`config.mk`:
```
export PLATFORM = sky130hd
export DESIGN_NAME = entity_slot_scheduler_flat
export DESIGN_NICKNAME = d
export VERILOG_FILES = /design/src/rtl/entity_slot_scheduler_if.sv /design/src/rtl/entity_slot_scheduler.sv /design/src/flat_wrapper.sv
export SDC_FILE = /design/constraint.sdc
export NUM_CORES = 1
export LEC_CHECK = 0
export BUFFER_PORTS_ARGS = -buffer_cell sky130_fd_sc_hd__buf_2
export CORE_MARGIN = 2
export CORE_UTILIZATION = 60
export DETAILED_ROUTE_END_ITERATION = 10
export HOLD_SLACK_MARGIN = 0.05
export PLACE_DENSITY = 0.85
export SETUP_SLACK_MARGIN = 0.2
export SLEW_MARGIN = 15
export SYNTH_ARGS = -nofsm -noshare
export SYNTH_HDL_FRONTEND = slang
export SYNTH_SLANG_ARGS = --single-unit
```
`constraint.sdc`:
```
create_clock -name clk -period 14.7 [get_ports clk]
set_input_delay 0.735 -clock clk [delete_from_list [all_inputs] [get_ports clk]]
set_output_delay 0.735 -clock clk [all_outputs]
set_load 0.02 [all_outputs]
```
`src/rtl/entity_slot_scheduler_if.sv`:
```
// Requester-side write bus for the entity slot scheduler.
// Requester i drives req_slot[4i+3:4i] and req_data[14i+13:14i]; req_ready is a one-hot grant.
interface entity_slot_scheduler_if #(
  parameter int NUM_REQ = 4
) ();
  logic [NUM_REQ-1:0]    req_valid;
  logic [NUM_REQ*4-1:0]  req_slot;
  logic [NUM_REQ*14-1:0] req_data;
  logic [NUM_REQ-1:0]    req_ready;

  modport master (output req_valid, req_slot, req_data, input req_ready);
  modport slave  (input req_valid, req_slot, req_data, output req_ready);
endinterface

```
`src/rtl/entity_slot_scheduler.sv`:
```
// Round-robin writes from game-logic requesters into a shadow slot bank,
// copied to the PPU-facing active bank once per frame.
module entity_slot_scheduler #(
  parameter int NUM_REQ   = 4,
  parameter int NUM_SLOTS = 16
) (
  input  logic                      clk,
  input  logic                      reset,
  input  logic                      frame_end,
  input  logic                      freeze,
  input  logic                      clear_all,
  entity_slot_scheduler_if.slave    req,
  output logic [NUM_SLOTS*14-1:0]   active_slots,
  output logic                      commit_done,
  output logic                      dirty,
  output logic                      slot_err
);
  localparam int          PTR_W      = (NUM_REQ > 1) ? $clog2(NUM_REQ) : 1;
  localparam logic [13:0] EMPTY      = 14'h3C00;
  localparam logic [4:0]  SLOT_LIMIT = 5'(NUM_SLOTS);

  localparam logic [1:0] S_RUN    = 2'd0;
  localparam logic [1:0] S_CLEAR  = 2'd1;
  localparam logic [1:0] S_COMMIT = 2'd2;

  logic [1:0]       state;
  logic [PTR_W-1:0] ptr;
  logic             pending;
  logic [13:0]      shadow [NUM_SLOTS];
  logic [13:0]      active [NUM_SLOTS];

  logic [NUM_REQ-1:0] grant;
  logic [PTR_W-1:0]   gnt_idx;
  logic [PTR_W-1:0]   cand;
  logic               xfer;
  logic [3:0]         wr_slot;
  logic [13:0]        wr_data;
  logic               wr_bad;
  logic               fe_ok;
  logic [PTR_W-1:0]   ptr_next;

  // Grants only in RUN and never while reset is held low.
  always_comb begin
    grant   = '0;
    gnt_idx = '0;
    cand    = '0;
    xfer    = 1'b0;
    if (reset && state == S_RUN) begin
      for (int unsigned off = 0; off < NUM_REQ; off++) begin
        cand = PTR_W'((32'(ptr) + off) % NUM_REQ);
        if (!xfer && req.req_valid[cand]) begin
          xfer        = 1'b1;
          gnt_idx     = cand;
          grant[cand] = 1'b1;
        end
      end
    end
  end

  assign req.req_ready = grant;
  assign wr_slot  = req.req_slot[gnt_idx*4 +: 4];
  assign wr_data  = req.req_data[gnt_idx*14 +: 14];
  assign wr_bad   = {1'b0, wr_slot} >= SLOT_LIMIT;
  assign fe_ok    = frame_end & ~freeze;
  assign ptr_next = (gnt_idx == PTR_W'(NUM_REQ - 1)) ? '0 : gnt_idx + 1'b1;

  always_ff @(posedge clk) begin
    if (!reset) begin
      state       <= S_RUN;
      ptr         <= '0;
      pending     <= 1'b0;
      commit_done <= 1'b0;
      dirty       <= 1'b0;
      slot_err    <= 1'b0;
      for (int unsigned k = 0; k < NUM_SLOTS; k++) begin
        shadow[k] <= EMPTY;
        active[k] <= EMPTY;
      end
    end else begin
      commit_done <= (state == S_COMMIT);
      slot_err    <= xfer & wr_bad;
      if (xfer) ptr <= ptr_next;
      if (xfer && !wr_bad) begin
        dirty <= 1'b1;
        for (int unsigned k = 0; k < NUM_SLOTS; k++)
          if (wr_slot == 4'(k)) shadow[k] <= wr_data;
      end
      case (state)
        S_RUN: begin
          if (clear_all) begin
            state   <= S_CLEAR;
            pending <= fe_ok;
          end else if (fe_ok) begin
            state <= S_COMMIT;
          end
        end
        S_CLEAR: begin
          // A frame_end arriving during the clear still commits right after it.
          for (int unsigned k = 0; k < NUM_SLOTS; k++) shadow[k] <= EMPTY;
          dirty   <= 1'b1;
          state   <= (pending || fe_ok) ? S_COMMIT : S_RUN;
          pending <= 1'b0;
        end
        S_COMMIT: begin
          for (int unsigned k = 0; k < NUM_SLOTS; k++) active[k] <= shadow[k];
          dirty <= 1'b0;
          state <= S_RUN;
        end
        default: state <= S_RUN;
      endcase
    end
  end

  always_comb begin
    active_slots = '0;
    for (int unsigned k = 0; k < NUM_SLOTS; k++)
      active_slots[k*14 +: 14] = active[k];
  end
endmodule
```
`src/flat_wrapper.sv`:
```
// flat-port wrapper written by rule: the top's interface ports become plain ports
module entity_slot_scheduler_flat 
#(
  parameter int NUM_REQ   = 4,
  parameter int NUM_SLOTS = 16
)
  (clk, reset, frame_end, freeze, clear_all, active_slots, commit_done, dirty, slot_err, req_req_valid, req_req_slot, req_req_data, req_req_ready);
  entity_slot_scheduler_if #(.NUM_REQ(NUM_REQ)) req_i ();
  input  logic clk;
  input  logic reset;
  input  logic frame_end;
  input  logic freeze;
  input  logic clear_all;
  output logic [NUM_SLOTS*14-1:0] active_slots;
  output logic commit_done;
  output logic dirty;
  output logic slot_err;
  input wire logic [$bits(req_i.req_valid)-1:0] req_req_valid;
  input wire logic [$bits(req_i.req_slot)-1:0] req_req_slot;
  input wire logic [$bits(req_i.req_data)-1:0] req_req_data;
  output wire logic [$bits(req_i.req_ready)-1:0] req_req_ready;
  assign req_i.req_valid = req_req_valid;
  assign req_i.req_slot = req_req_slot;
  assign req_i.req_data = req_req_data;
  assign req_req_ready = req_i.req_ready;
  entity_slot_scheduler #(.NUM_REQ(NUM_REQ), .NUM_SLOTS(NUM_SLOTS)) u_core (.clk(clk), .reset(reset), .frame_end(frame_end), .freeze(freeze), .clear_all(clear_all), .req(req_i), .active_slots(active_slots), .commit_done(commit_done), .dirty(dirty), .slot_err(slot_err));
endmodule
```
## Word-level counts from Yosys, hierarchy flattened

Memory sizes are Yosys's and may differ from the RTL's.
Cells that the tools add are included.

| cells by class | value |
|---|---|
| $lt $le $gt $ge | 8 |
| bitwise logic cells | 53 |
| eq/ne operators | 20 |
| add/subtract/negate cells | 4 |
| reduce and logical (&&, ||, !) cells | 17 |
| $mul | 1 |
| shift-type cells | 2 |
| multiplexer cells | 165 |

Operators with widths:

| operator | number |
|---|---|
| $mux 14 | 48 |
| $mux 1 | 89 |
| $shiftx 56x7->14 | 1 |
| $or 1x1->1 | 48 |
| $eq 4x4->1 const B | 8 |
| $mux 4 | 8 |
| $mux 2 | 9 |
| $eq 4x3->1 const B | 4 |
| $shiftx 16x5->4 | 1 |
| $lt 2x3->1 const B | 4 |
| $or 4x4->4 | 3 |
| $bmux 1 s2 | 4 |
| $demux 1 s2 | 4 |
| $eq 4x2->1 const B | 2 |
| $ge 2x1->1 const B | 4 |
| $logic_and 1x1->1 | 8 |
| $mul 2x3->5 const B | 1 |
| $add 2x1->2 const B | 2 |
| $add 2x2->2 const B | 2 |
| $eq 2x2->1 const B | 2 |
| $eq 4x1->1 const B | 1 |
| $logic_not 4->1 | 1 |
| $pmux 1 s2 | 2 |
| $pmux 2 s2 | 1 |
| 11 further kinds | 13 |

| storage, ports and cells | value |
|---|---|
| memories kept | 2 |
| RAM bits | 448 |
| bits of input ports | 81 |
| output and inout port bits | 231 |
| word-level logic and storage cells | 277 |
| register bits | 7 |

Memories:

| name | depth | bits a word | read ports | clocked after memory_dff | wr ports | RTL line | RTL |
|---|---|---|---|---|---|---|---|
| u_core.active | 16 | 14 | 16 | 0 | 16 | entity_slot_scheduler.sv:30 | `logic [13:0] active [NUM_SLOTS];` |
| u_core.shadow | 16 | 14 | 16 | 0 | 16 | entity_slot_scheduler.sv:29 | `logic [13:0] shadow [NUM_SLOTS];` |

## Depth between registers and ports, before layout

| logic depth | value |
|---|---|
| depth in word-level cells | 24 |
| mapped depth | 14 |
| depth with buffers taken out | 10 |

## Worst setup path after synthesis

No wires, ideal clock.

| timing path | value |
|---|---|
| path type | input to register |
| start point | input reset |
| end point | memory u_core.active[0][0], enable pin |
| stages | 4 |
| setup slack | 7.673 ns |
| data required time | 14.075 ns |
| buffers on the path | 3 |
| arrival | 6.402 ns |
| path through | clkbuf_1 clkbuf_1 clkbuf_1 nand2b_1 |

RTL lines:

| element | RTL line | RTL |
|---|---|---|
| start, declared | flat_wrapper.sv:10 | `input logic reset;` |
| end, declared | entity_slot_scheduler.sv:30 |  |

==> flow_metrics.tcl <==
set metrics [dict create \
    result_of_the_run "finished, final reports clean" \
    path_buf_inv 1 \
    highest_metal_layer_used_by_the_detailed_router "met4" \
    path_cells "inv_1, ha_1, mux4_2, nor3_4, and2_4, o21a_4, mux4_2, nor2_2, nand2_1, nand2_1" \
    drt-wirelength-per-cell_um 21.00 \
    ys_async_sr_fraction_pct 0 \
    die_height_um 177.5 \
    cts_setup_buffers 0 \
    cts-htree-levels 2 \
    dp.final_hpwl_um 28940 \
    ctsResizeCount 0 \
    synth.cells.most_frequent "336 x sky130_fd_sc_hd__edfxtp_1, 154 x sky130_fd_sc_hd__mux2i_1, 123 x sky130_fd_sc_hd__nand2_1, 123 x sky130_fd_sc_hd__nor2_1, 119 x sky130_fd_sc_hd__dfxtp_1" \
    endpoint_kind "flip-flop" \
    cap_violations 0 \
    final-hold-violation-count 0 \
    ant_nets 0 \
    worst_ir_drop_vdd_mv 0.1000 \
    number_of_antenna_violations_at_the_first_check_in_global_routing 1 \
    rows 63 \
    synthTopCellsByArea "sky130_fd_sc_hd__edfxtp_1 56%, sky130_fd_sc_hd__dfxtp_1 13%, sky130_fd_sc_hd__mux2i_1 8.5%, sky130_fd_sc_hd__and3_1 3.5%, sky130_fd_sc_hd__nand2b_1 3.0%" \
    clk_path_buf_depth 3 \
    postSynthNetCount 1412 \
    synthesized_area_per_cell_um2 13.69 \
    gpl.final_weighted_congestion 0.8343 \
    preCtsSetupSlack_ns 9.044 \
    dr_wl_met2_um 21080 \
    totalWireLength_um 42600 \
    dr.pass1.iters 5 \
    rsz0062_at_grt "false" \
    first_global_vias 11340 \
    min_from "clear_all" \
    synthDominantAreaCellType "sky130_fd_sc_hd__edfxtp_1" \
    timing_worst_setup_path_type "flip-flop to flip-flop" \
    critical_path.reg2reg.startpoint "u_core.ptr[0]" \
    final-max-slew-violation-count 0 \
    design_power_total_uw 3118 \
    layout_setup_ws_ns 8.984 \
    layout.nets 1695 \
    clockRootBuffer "sky130_fd_sc_hd__clkbuf_16" \
    clock_insertion_delay_worst_skew_ns 0.55 \
    clk_pin_slew_worst_paths_ns 0.06 \
    num_antenna_cells 0 \
    power.density_cell_area_nw_per_um2 147.0 \
    slowest_delay_ns 0.78 \
    cp_slowest_cell "sky130_fd_sc_hd__dfxtp_1" \
    width_of_the_die_um 177.5 \
    ys_dominant_reg_cell "sky130_fd_sc_hd__edfxtp_1" \
    cp_top_family "simple AND/OR/NAND/NOR gates" \
    required_ns 14.88 \
    floorplan.initialDensity_pct 60.95 \
    mappedNetlistArea_um2 18070 \
    worstHoldPathType "input port to flip-flop" \
    clkSinkCount 455 \
    tightest_slew_ns 1.147 \
    grt_max_degree 104 \
    cp.arrival_ns 5.89 \
    slew_headroom_pct 23.51 \
    grtUsageTotal_pct 27.20 \
    post-synth-top-area-fraction_pct 55.85 \
    timing.critical_path.from_type "flip-flop" \
    numCtsBuffers 44 \
    route.met3.wl_um 3911 \
    synth.ff_latch_count 455 \
    drt-met1-wl_um 16240 \
    viasPerCell 5.663 \
    final_layout_size_suffix_gt1_share_pct 25.26 \
    port_buffers 310 \
    sequential_share_of_the_synthesized_area_pct 69.04 \
    netlist_instances 1320 \
    cts_hold_buf 0 \
    globalRoute.totalOverflow 0 \
    wire_length_of_the_first_global_routing_pass_um 64360 \
    setup_viol 0 \
    synth_most_common_cell "sky130_fd_sc_hd__edfxtp_1" \
    area.growth.synth_to_final_pct 17.38 \
    core_area_um2 29640 \
    nFillCells 1965 \
    startpoint "u_core.ptr[0]" \
    final_worst_hold_slack_ns 0.4424 \
    worst_clock_skew_ns 0.01267 \
    drcViolationCount 0 \
    p_leak_uw 0.008922 \
    achievable-frequency_mhz 174.9 \
    critical_path_peak_fanout 49 \
    finalCritPeriodShare_pct 38.89 \
    synth_warnings 0 \
    synth_enable_flop_cells 336 \
    synth.distinct_cells 46 \
    die_area_um2 31510 \
    fin_crit_ns 5.716 \
    num_io_pins 312 \
    detailedRoute.firstIterationViolations 1081 \
    tritoncts_clock_tree "built" \
    fin_setup_tns_ns 0 \
    vias 11490 \
]
==> power breakdown <==
part	internal, uW	total (uW)	switching, uW	leakage, uW
registers	1470	1510	41.3	0.00416
logic	154	529	375	0.00408
clock network	616	1080	460	0.000682
==> worst reg2reg max path, delay by kind of cell (launching register included) <==
family | cells | cell delay, ns
mux | 2 | 1.05
compound gates | 1 | 0.61
simple gates | 5 | 2.21
fa+ha+maj | 1 | 0.47
flops | 1 | 0.78
buf+inv | 1 | 0.22
==> cell type report <==
class | count | area, um2 | area share, %
Clock inverter | 12 | 91.34 | 0.4307
Tap cell | 390 | 488.0 | 2.301
Clock buffer | 70 | 1311 | 6.184
Multi-Input combinational cell | 775 | 5195 | 24.50
Sequential cell | 455 | 12470 | 58.82
Timing Repair Buffer | 318 | 1614 | 7.612
Inverter | 9 | 33.78 | 0.1593
==> flip-flops by register name, summed over array words and instances (netlist names) <==
| name | flops |
|---|---|
| u_core.shadow | 224 |
| u_core.active | 224 |
| u_core.ptr | 2 |
| u_core.pending | 1 |
| u_core.dirty | 1 |
| u_core.commit_done | 1 |
| u_core.state | 2 |
==> cells by family after synthesis <==
family	after synthesis	synth area share, %
xor+xnor	1	0.04849
flops	455	69.04
simple gates	558	16.12
other cells	1	0.02076
fa+ha+maj	11	0.7618
mux	163	9.592
compound gates	41	2.105
buf+inv	90	2.320
==> layer usage <==
metal	vias up	track usage, %
li1	5224	-
met1	5539	35.31
met2	638	45.83
met3	90	5.184
met4	0	9.904
met5	-	0
==> stage by stage <==
stage / utilization, % / instance area (um2) / std cells
2_1_floorplan: - / 18070 / 1320
3_3_place_gp: 66.81 / 19800 / 1947
3_5_place_dp: 66.81 / 19800 / 1947
4_1_cts: 71.55 / 21210 / 2029
5_1_grt: 71.55 / 21210 / 2029
6_report: 71.55 / 21210 / 2029
==> path summary, 6_finish.rpt <==
kind	slack, ns	end	depth (start not counted)
setup / recovery	8.98	u_core.shadow[0][81]	10
hold / removal	0.44	u_core.state[0]	3
setup reg to reg	8.98	u_core.shadow[0][81]	10
hold reg to reg	0.46	u_core.shadow[1][35]	2
==> layout by cell type (no fill, tap or decap), types with 3 or more instances in the layout <==
| master | Yosys | layout |
|---|---|---|
| sky130_fd_sc_hd__mux4_2 | 8 | 8 |
| sky130_fd_sc_hd__dfxtp_1 | 119 | 119 |
| sky130_fd_sc_hd__edfxtp_1 | 336 | 336 |
| sky130_fd_sc_hd__o21ai_0 | 6 | 6 |
| sky130_fd_sc_hd__a221oi_1 | 4 | 4 |
| sky130_fd_sc_hd__a21oi_1 | 8 | 8 |
| sky130_fd_sc_hd__nor2_1 | 123 | 122 |
| sky130_fd_sc_hd__or2_1 | 4 | 4 |
| sky130_fd_sc_hd__and3_1 | 100 | 100 |
| sky130_fd_sc_hd__inv_1 | 9 | 9 |
| sky130_fd_sc_hd__nor2b_1 | 13 | 12 |
| sky130_fd_sc_hd__nor2_2 | 2 | 3 |
| sky130_fd_sc_hd__a22oi_1 | 4 | 4 |
| sky130_fd_sc_hd__clkbuf_1 | 57 | 17 |
| sky130_fd_sc_hd__nand3_2 | 3 | 3 |
| sky130_fd_sc_hd__and2_1 | 61 | 61 |
| sky130_fd_sc_hd__nand2_4 | 4 | 4 |
| sky130_fd_sc_hd__clkinv_2 | 0 | 5 |
| sky130_fd_sc_hd__nand2_2 | 4 | 4 |
| sky130_fd_sc_hd__nand2_1 | 123 | 123 |
| sky130_fd_sc_hd__mux2i_1 | 154 | 154 |
| sky130_fd_sc_hd__clkbuf_16 | 0 | 46 |
| sky130_fd_sc_hd__nand3b_1 | 4 | 4 |
| sky130_fd_sc_hd__nand2b_1 | 88 | 87 |
| sky130_fd_sc_hd__a32oi_4 | 4 | 4 |
| sky130_fd_sc_hd__buf_4 | 9 | 9 |
| sky130_fd_sc_hd__a31oi_1 | 6 | 6 |
| sky130_fd_sc_hd__clkbuf_8 | 0 | 7 |
| sky130_fd_sc_hd__buf_2 | 8 | 309 |
| sky130_fd_sc_hd__clkinv_1 | 0 | 3 |
| sky130_fd_sc_hd__ha_1 | 11 | 10 |
| sky130_fd_sc_hd__nand3_1 | 20 | 20 |
| sky130_fd_sc_hd__or3b_1 | 4 | 4 |
Power figures use the tool's default switching activity.
